File: src/rtl/multibyte_add_seq.sv
// rtl/multibyte_add_seq.sv - wide adder sequencer time-sharing one external 8-bit adder
// Optional subtract mode (sub port) enabled by defining MULTIBYTE_SUB_EN.
module multibyte_add_seq #(
  parameter int NBYTES    = 4,
  parameter int ADDER_LAT = 1,
  localparam int W        = 8 * NBYTES
) (
  input  logic         clk,
  input  logic         reset,
  input  logic         start,
  input  logic [W-1:0] op_a,
  input  logic [W-1:0] op_b,
  input  logic         carryin,
`ifdef MULTIBYTE_SUB_EN
  input  logic         sub,
`endif
  output logic         busy,
  output logic         done,
  output logic [W-1:0] sum,
  output logic         carryout,
  output logic [7:0]   add_a,
  output logic [7:0]   add_d,
  output logic         add_cin,
  input  logic [7:0]   add_p,
  input  logic         add_cout
);

  localparam int IW = (NBYTES > 1) ? $clog2(NBYTES) : 1;
  localparam int HW = (ADDER_LAT > 0) ? $clog2(ADDER_LAT + 1) : 1;
  localparam logic [IW-1:0] LAST_IDX  = IW'(NBYTES - 1);
  localparam logic [HW-1:0] LAST_HOLD = HW'(ADDER_LAT);

  typedef enum logic [1:0] {S_IDLE, S_DRIVE, S_DONE} state_t;

  state_t state_q, state_d;

  logic [NBYTES-1:0][7:0] a_q, b_q, res_q, res_d, sum_q;
  logic [IW-1:0]          idx_q;
  logic [HW-1:0]          hcnt_q;
  logic                   carry_q, cout_q;
  logic                   hold_end, last_byte;
  logic                   init_carry, inv_b;

`ifdef MULTIBYTE_SUB_EN
  logic sub_q;
  // Subtraction is A + ~B + 1, so the caller's carryin is irrelevant.
  assign init_carry = sub ? 1'b1 : carryin;
  assign inv_b      = sub_q;
`else
  assign init_carry = carryin;
  assign inv_b      = 1'b0;
`endif

  assign sum      = sum_q;
  assign carryout = cout_q;

  always_comb begin
    state_d   = state_q;
    busy      = (state_q != S_IDLE);
    done      = 1'b0;
    add_a     = 8'h00;
    add_d     = 8'h00;
    add_cin   = 1'b0;
    hold_end  = 1'b0;
    last_byte = 1'b0;
    case (state_q)
      S_IDLE: begin
        if (start) state_d = S_DRIVE;
      end
      S_DRIVE: begin
        add_a     = a_q[idx_q];
        add_d     = b_q[idx_q] ^ {8{inv_b}};
        add_cin   = carry_q;
        hold_end  = (hcnt_q == LAST_HOLD);
        last_byte = (idx_q == LAST_IDX);
        if (hold_end && last_byte) state_d = S_DONE;
      end
      S_DONE: begin
        done    = 1'b1;
        state_d = S_IDLE;
      end
      default: state_d = S_IDLE;
    endcase
  end

  // Partial sums build up in res_q so the visible sum only changes on completion.
  always_comb begin
    res_d        = res_q;
    res_d[idx_q] = add_p;
  end

  always_ff @(posedge clk) begin
    if (reset) state_q <= S_IDLE;
    else       state_q <= state_d;
  end

  always_ff @(posedge clk) begin
    if (reset) begin
      a_q     <= '0;
      b_q     <= '0;
      res_q   <= '0;
      sum_q   <= '0;
      idx_q   <= '0;
      hcnt_q  <= '0;
      carry_q <= 1'b0;
      cout_q  <= 1'b0;
`ifdef MULTIBYTE_SUB_EN
      sub_q   <= 1'b0;
`endif
    end else begin
      case (state_q)
        S_IDLE: begin
          if (start) begin
            a_q     <= op_a;
            b_q     <= op_b;
            idx_q   <= '0;
            hcnt_q  <= '0;
            carry_q <= init_carry;
`ifdef MULTIBYTE_SUB_EN
            sub_q   <= sub;
`endif
          end
        end
        S_DRIVE: begin
          if (hold_end) begin
            res_q   <= res_d;
            carry_q <= add_cout;
            hcnt_q  <= '0;
            if (last_byte) begin
              sum_q  <= res_d;
              cout_q <= add_cout;
            end else begin
              idx_q <= idx_q + 1'b1;
            end
          end else begin
            hcnt_q <= hcnt_q + 1'b1;
          end
        end
        default: ;
      endcase
    end
  end

endmodule
File: config.mk
export PLATFORM = sky130hd
export DESIGN_NAME = multibyte_add_seq
export DESIGN_NICKNAME = d
export VERILOG_FILES = /design/src/rtl/multibyte_add_seq.sv
export SDC_FILE = /design/constraint.sdc
export NUM_CORES = 1
export LEC_CHECK = 0
export ABC_AREA = 1
export CAP_MARGIN = 10
export CORE_ASPECT_RATIO = 1.4
export CORE_MARGIN = 5
export CORE_UTILIZATION = 40
export CTS_CLUSTER_SIZE = 28
export DETAILED_ROUTE_END_ITERATION = 7
export PLACE_DENSITY = 0.67
export SYNTH_ARGS = -nofsm -noshare
export SYNTH_HDL_FRONTEND = slang
export SYNTH_SLANG_ARGS = --single-unit
File: constraint.sdc
create_clock -name clk -period 2.45 [get_ports clk]
set_input_delay 0.49 -clock clk [delete_from_list [all_inputs] [get_ports clk]]
set_output_delay 0.49 -clock clk [all_outputs]
set_load 0.01 [all_outputs]
==> impl_metrics.toml, run 1 <==
[timing]
hold_ws_ns = 0.440
fin_crit_ns = 2.27
setup_violations = 0
fin_tns_setup_ns = 0
rsz0062_at_grt = "false"
fin_crit_sh_pct = 92.7
max_freq_ghz = 0.440
skew_ns = 0.00746
final-max-slew-violation-count = 0
fin_ws_ns = 0.179
maxSlewHeadroom_pct = 62.4
hold_viol = 0
tightest_slew_ns = 0.564

[placed_design]
pre_cts_slack_ns = 0.366
portBuffers = 128
routabilityCongestion = 0.754
dp_hpwl_um = 9160

[worst_setup_path]
worst-path-stages = 5
cp.arrival_ns = 1.78
cp-startpoint = "state_q[1]"
r2r_slack_ns = 0.75
crit_end = "add_cin"
crit_family = "buffers and inverters"
end_kind = "output pin"
cp_slowest_stage_delay_ns = 0.57
worst-path-buf-inv = 3
worstSetupStartpointType = "register"
setup.worst_path.class = "register to output pin"
reg2reg_depth = 6
crit_path_top_delay_cell = "clkdlybuf4s50_1"
path_max_fanout = 20
cp.required_ns = 1.96
r2r-start = "idx_q[1]"
timing.rr.end = "res_q[0]"
path_cells = "inv_2 > nand2_1 > buf_4 > nor2_1 > clkdlybuf4s50_1"

[cells_and_area]
drive_above_1_share_pct = 6.54
syn_to_final_growth_pct = 38.0
post-route-util_pct = 55.8
layout_common_cells = "242 x nand2_1, 171 x nor2_1, 126 x dfxtp_1"
nets = 986
final_common_cell = "nand2_1"
antenna_cells = 0

[power_and_ir_drop]
p_comb_share_pct = 12.2
max-vdd-ir-drop_mv = 0.470
p_seq_share_pct = 41.7
leakagePower_nw = 3.11
p_sw_mw = 1.30
power.switching_fraction_pct = 24.4
clkPwrFrac_pct = 46.1
p_int_mw = 4.03
power.density_nw_per_um2 = 720

[synthesis]
synthXorXnorAreaFrac_pct = 0
ys_types = 20
synth_area_um2 = 5360
synth_top_area_share_pct = 47.4
seq_area_frac_synth_pct = 47.4
synth_compound_area_share_pct = 13.9
synth_top_area_cell = "dfxtp_1"
synth_mux_area_share_pct = 0
ys_seq_elements = 127
avgSynthCellArea_um2 = 6.77
synth_nets = 873
synth_simple_gate_area_share_pct = 30.4
synth_area_leaders = "dfxtp_1 47%, nand2_1 17%, nor2_1 12%"
synth_adder_area_share_pct = 0.934
synth_top_family_by_area = "simple AND/OR/NAND/NOR gates"
syn_inst = 792
ys_warn_count = 0

[clocking]
numCtsBuffers = 17
clk_latency_ns = 0.40
htree_levels = 4
cts_root_buf = "clkbuf_16"
cts_tree = "built"
cts_hold_buf = 0
clock_tree.buffer_depth = 2
post_cts_buffers = 0
clk_pin_slew_worst_paths_ns = 0.05
ctsResizeCount = 17
cts.sinks = 127

[global_route]
grt_pass1_wl_um = 22700
grt_pass1_vias = 4844
grt_max_degree = 69
overflow = 0
grt.total_usage_pct = 17.8
grt_antenna_before_repair = 0

[floorplan]
rows = 50
start_util_pct = 40.4
pin_count = 129
die_area_um2 = 15800
fp.dieH_um = 147
coreArea_um2 = 13300
dieWidth_um = 108

[hold_path]
hold_depth = 2
hold_class = "register to register"

[routing]
wl_per_cell_um = 12.5
drtPass1Iterations = 5
num_vias = 5080
final_antenna_net_count = 0
wl_um = 13700
drt-initial-drc-count = 204
drcViolationCount = 0
via_per_inst = 4.62

[job]
maxCapViolCount = 0

[run_status]
outcome = "finished clean"
synthesized netlist by cell type:
library cell / instances
buf_4: 3
buf_6: 4
nand3_2: 2
clkbuf_2: 1
nor3_4: 1
a21oi_1: 43
nand3_1: 3
ha_1: 4
nor2_1: 172
buf_1: 1
buf_2: 14
clkinv_1: 1
inv_2: 4
o21ai_1: 2
nand2_2: 4
clkbuf_1: 27
dfxtp_1: 127
nand2_1: 242
o21ai_0: 104
inv_1: 33
metrics by stage:
step	total power [mW]	instance area, um^2	std cells
2_1_floorplan	2.63	5360	792
3_3_place_gp	2.91	6800	1067
3_5_place_dp	2.92	6800	1067
4_1_cts	5.40	7400	1100
5_1_grt	5.58	7400	1100
6_report	5.33	7400	1100
per-layer routing:
| metal | up-vias | part of all wire (%) | GRT usage, % |
|---|---|---|---|
| met2 | 132 | 50 | 30.8 |
| met1 | 2243 | 42 | 20.8 |
| li1 | 2692 | - | - |
| met3 | 13 | 6.8 | 5.58 |
| met4 | 0 | 1.2 | 5.56 |
| met5 | - | 0 | 0 |
cells by family (layout without fill, tap and decap cells):
kind of cell,after synthesis,count (layout)
fa+ha+maj,4,4
simple gates,424,424
compound gates,149,149
buf+inv,88,214
flops,127,127
registers in the layout, indices dropped and copies added (netlist names):
signal	cells
a_q	32
b_q	32
sum	32
res_q	24
idx_q	2
state_q	2
carry_q	1
carryout	1
hcnt_q	1
layout make-up:
| type | instances | area [um^2] |
|---|---|---|
| clock buffer | 21 | 470 |
| timing repair buffer | 144 | 1470 |
| tap | 182 | 228 |
| multi-input combinational | 577 | 2430 |
| inverter | 38 | 143 |
| clock inverter | 11 | 114 |
| sequential | 127 | 2540 |
| fill | 1314 | 5870 |
tightest hold or removal path: stages, from the launching register on:
cell,delay [ns]
dfxtp_1,0.32
nand2_1,0.05
nand2_1,0.04
power groups by stage:
| stage | logic, mW | clock network, mW | registers (mW) |
|---|---|---|---|
| 6_report | 0.647 | 2.46 | 2.22 |
| 5_1_grt | 0.738 | 2.61 | 2.23 |
| 4_1_cts | 0.658 | 2.52 | 2.22 |
| 3_5_place_dp | 0.652 | 0 | 2.26 |
| 3_3_place_gp | 0.647 | 0 | 2.26 |
| 2_1_floorplan | 0.378 | 0 | 2.25 |
how the worst min path moves through the flow:
stage                  start        to  slack (ns)
finish               sum[29]   sum[29]        0.44
detailed placement   sum[29]   sum[29]        0.43
global route         sum[12]   sum[12]        0.46
global placement     sum[24]   sum[24]        0.43
floorplan           res_q[2]  res_q[2]        0.44
CTS                  sum[29]   sum[29]        0.45
Note: power is estimated with default switching activity, not from simulation.
==> run 2: changes to the inputs <==
- PLACE_DENSITY: 0.67 -> 0.69
- clock period: 2.45 -> 2 ns (I/O delays scaled with it)
==> run 2 against run 1 <==
Against the previous run: via count rose by 1.4%; power rose by 23%; sequential power rose by 23%; first-iteration DRC count fell by 8.3%; critical path depth did not move; sequential share of layout area fell by 0.18 points; final cell count rose by 0.64%; largest cell class unchanged; highest routed layer unchanged.
==> impl_metrics.toml, run 2 (synthesis gave the netlist of run 1 again) <==
[timing]
rsz0062_at_grt = "true"
maxSlewHeadroom_pct = 48.5
setup_violations = 0
skew_ns = 0.00762
final-max-slew-violation-count = 0
fin_crit_ns = 1.92
max_freq_ghz = 0.522
hold_viol = 0
fin_crit_sh_pct = 95.8
tightest_slew_ns = 0.772

[clocking]
htree_levels = 4
clk_latency_ns = 0.41
cts_root_buf = "clkbuf_16"
cts_tree = "built"
cts_hold_buf = 0
numCtsBuffers = 17
cts.sinks = 127
clk_pin_slew_worst_paths_ns = 0.06
clock_tree.buffer_depth = 2

[worst_setup_path]
cp-startpoint = "idx_q[0]"
r2r-start = "idx_q[0]"
crit_family = "buffers and inverters"
cp.required_ns = 1.60
setup.worst_path.class = "register to output pin"
path_cells = "inv_4 > bufbuf_16 > o21ai_0 > a21oi_1 > buf_2"
path_max_fanout = 11
cp_slowest_stage_delay_ns = 0.36
end_kind = "output pin"
crit_path_top_delay_cell = "dfxtp_4"
worst-path-buf-inv = 3
cp.arrival_ns = 1.52
worstSetupStartpointType = "register"

[cells_and_area]
stdcell_count = 1107
syn_to_final_growth_pct = 39.0
antenna_cells = 0
drive_above_1_share_pct = 9.41
layout_common_cells = "242 x nand2_1, 171 x nor2_1, 124 x dfxtp_1"
final_common_cell = "nand2_1"
fin_area_um2 = 7450
nets = 993
fillers = 1314

[floorplan]
dieWidth_um = 108
fp.dieH_um = 147
die_area_um2 = 15800
rows = 50
pin_count = 129
start_util_pct = 40.4
coreArea_um2 = 13300

[routing]
final_antenna_net_count = 0
drcViolationCount = 0
num_vias = 5151
drtPass1Iterations = 4
wl_um = 13800
drt-initial-drc-count = 187
via_per_inst = 4.65
wl_per_cell_um = 12.4

[run_status]
outcome = "finished clean"

[placed_design]
portBuffers = 128
routabilityCongestion = 0.804
dp.cells = 1073
dpl_cell_area_um2 = 6890
dp_hpwl_um = 9330

[power_and_ir_drop]
power.density_nw_per_um2 = 877
leakagePower_nw = 3.11
finalPower_mw = 6.53
max-vdd-ir-drop_mv = 0.499

[global_route]
grt_max_degree = 65
grt_antenna_before_repair = 0
grt_pass1_wl_um = 22900
grt_pass1_vias = 4849
overflow = 0
grt.total_usage_pct = 18.0

[job]
maxCapViolCount = 0

[hold_path]
hold_class = "register to register"
worstHoldStart = "sum[24]"
## run 2: worst min-delay path, stage by stage, from the launching register on
cell and delay, ns:
dfxtp_1 0.32, nand2_1 0.05, nand2_1 0.04
## run 2: area by class of cell
class / instances / area, um^2 / share of cell area [%]
Clock buffer: 18 / 439 / 5.90
Clock inverter: 14 / 143 / 1.92
Inverter: 38 / 146 / 1.97
Multi-Input combinational cell: 577 / 2430 / 32.6
Sequential cell: 127 / 2550 / 34.2
Tap cell: 182 / 228 / 3.06
Timing Repair Buffer: 151 / 1520 / 20.3
## run 2: path summary, 6_finish.rpt
path / end / slack [ns] / cells past startpoint
hold / removal: sum[24] / 0.44 / 2
hold reg to reg: sum[24] / 0.44 / 2
setup reg to reg: res_q[8] / 0.35 / 6
setup / recovery: add_a[0] / 0.08 / 5
## run 2: layer usage
layer,track usage [%],routed length [um]
met1,19.7,5590
met2,32.7,7120
met3,5.23,800
met4,6.38,257
met5,0,0
## run 2: stage by stage
stage                     hold slack (ns)  util (%)  TNS [ns]  worst slack (ns)
final                               0.440      56.2         0            0.0847
after global routing                0.458      56.2   -0.0342           -0.0187
after floorplan                     0.444         -         0             0.278
after detailed placement            0.431      52.0         0            0.0396
after global placement              0.427      52.0         0            0.0352
after CTS                           0.445      56.3   -0.0430           -0.0430
## run 2: where the power goes
part / leakage [nW] / total (mW) / switching [mW] / internal [mW]
Clock: 0.270 / 2.99 / 1.13 / 1.86
Sequential: 1.04 / 2.72 / 0.0639 / 2.65
Combinational: 1.80 / 0.826 / 0.445 / 0.381
Total: 3.11 / 6.53 / 1.64 / 4.89
## run 2: timing repair
item	in CTS	in global routing
resized for setup	72	7
gates cloned	1	0
setup buffers	2	0
pin swaps	1	1
setup endpoints to repair	17	10
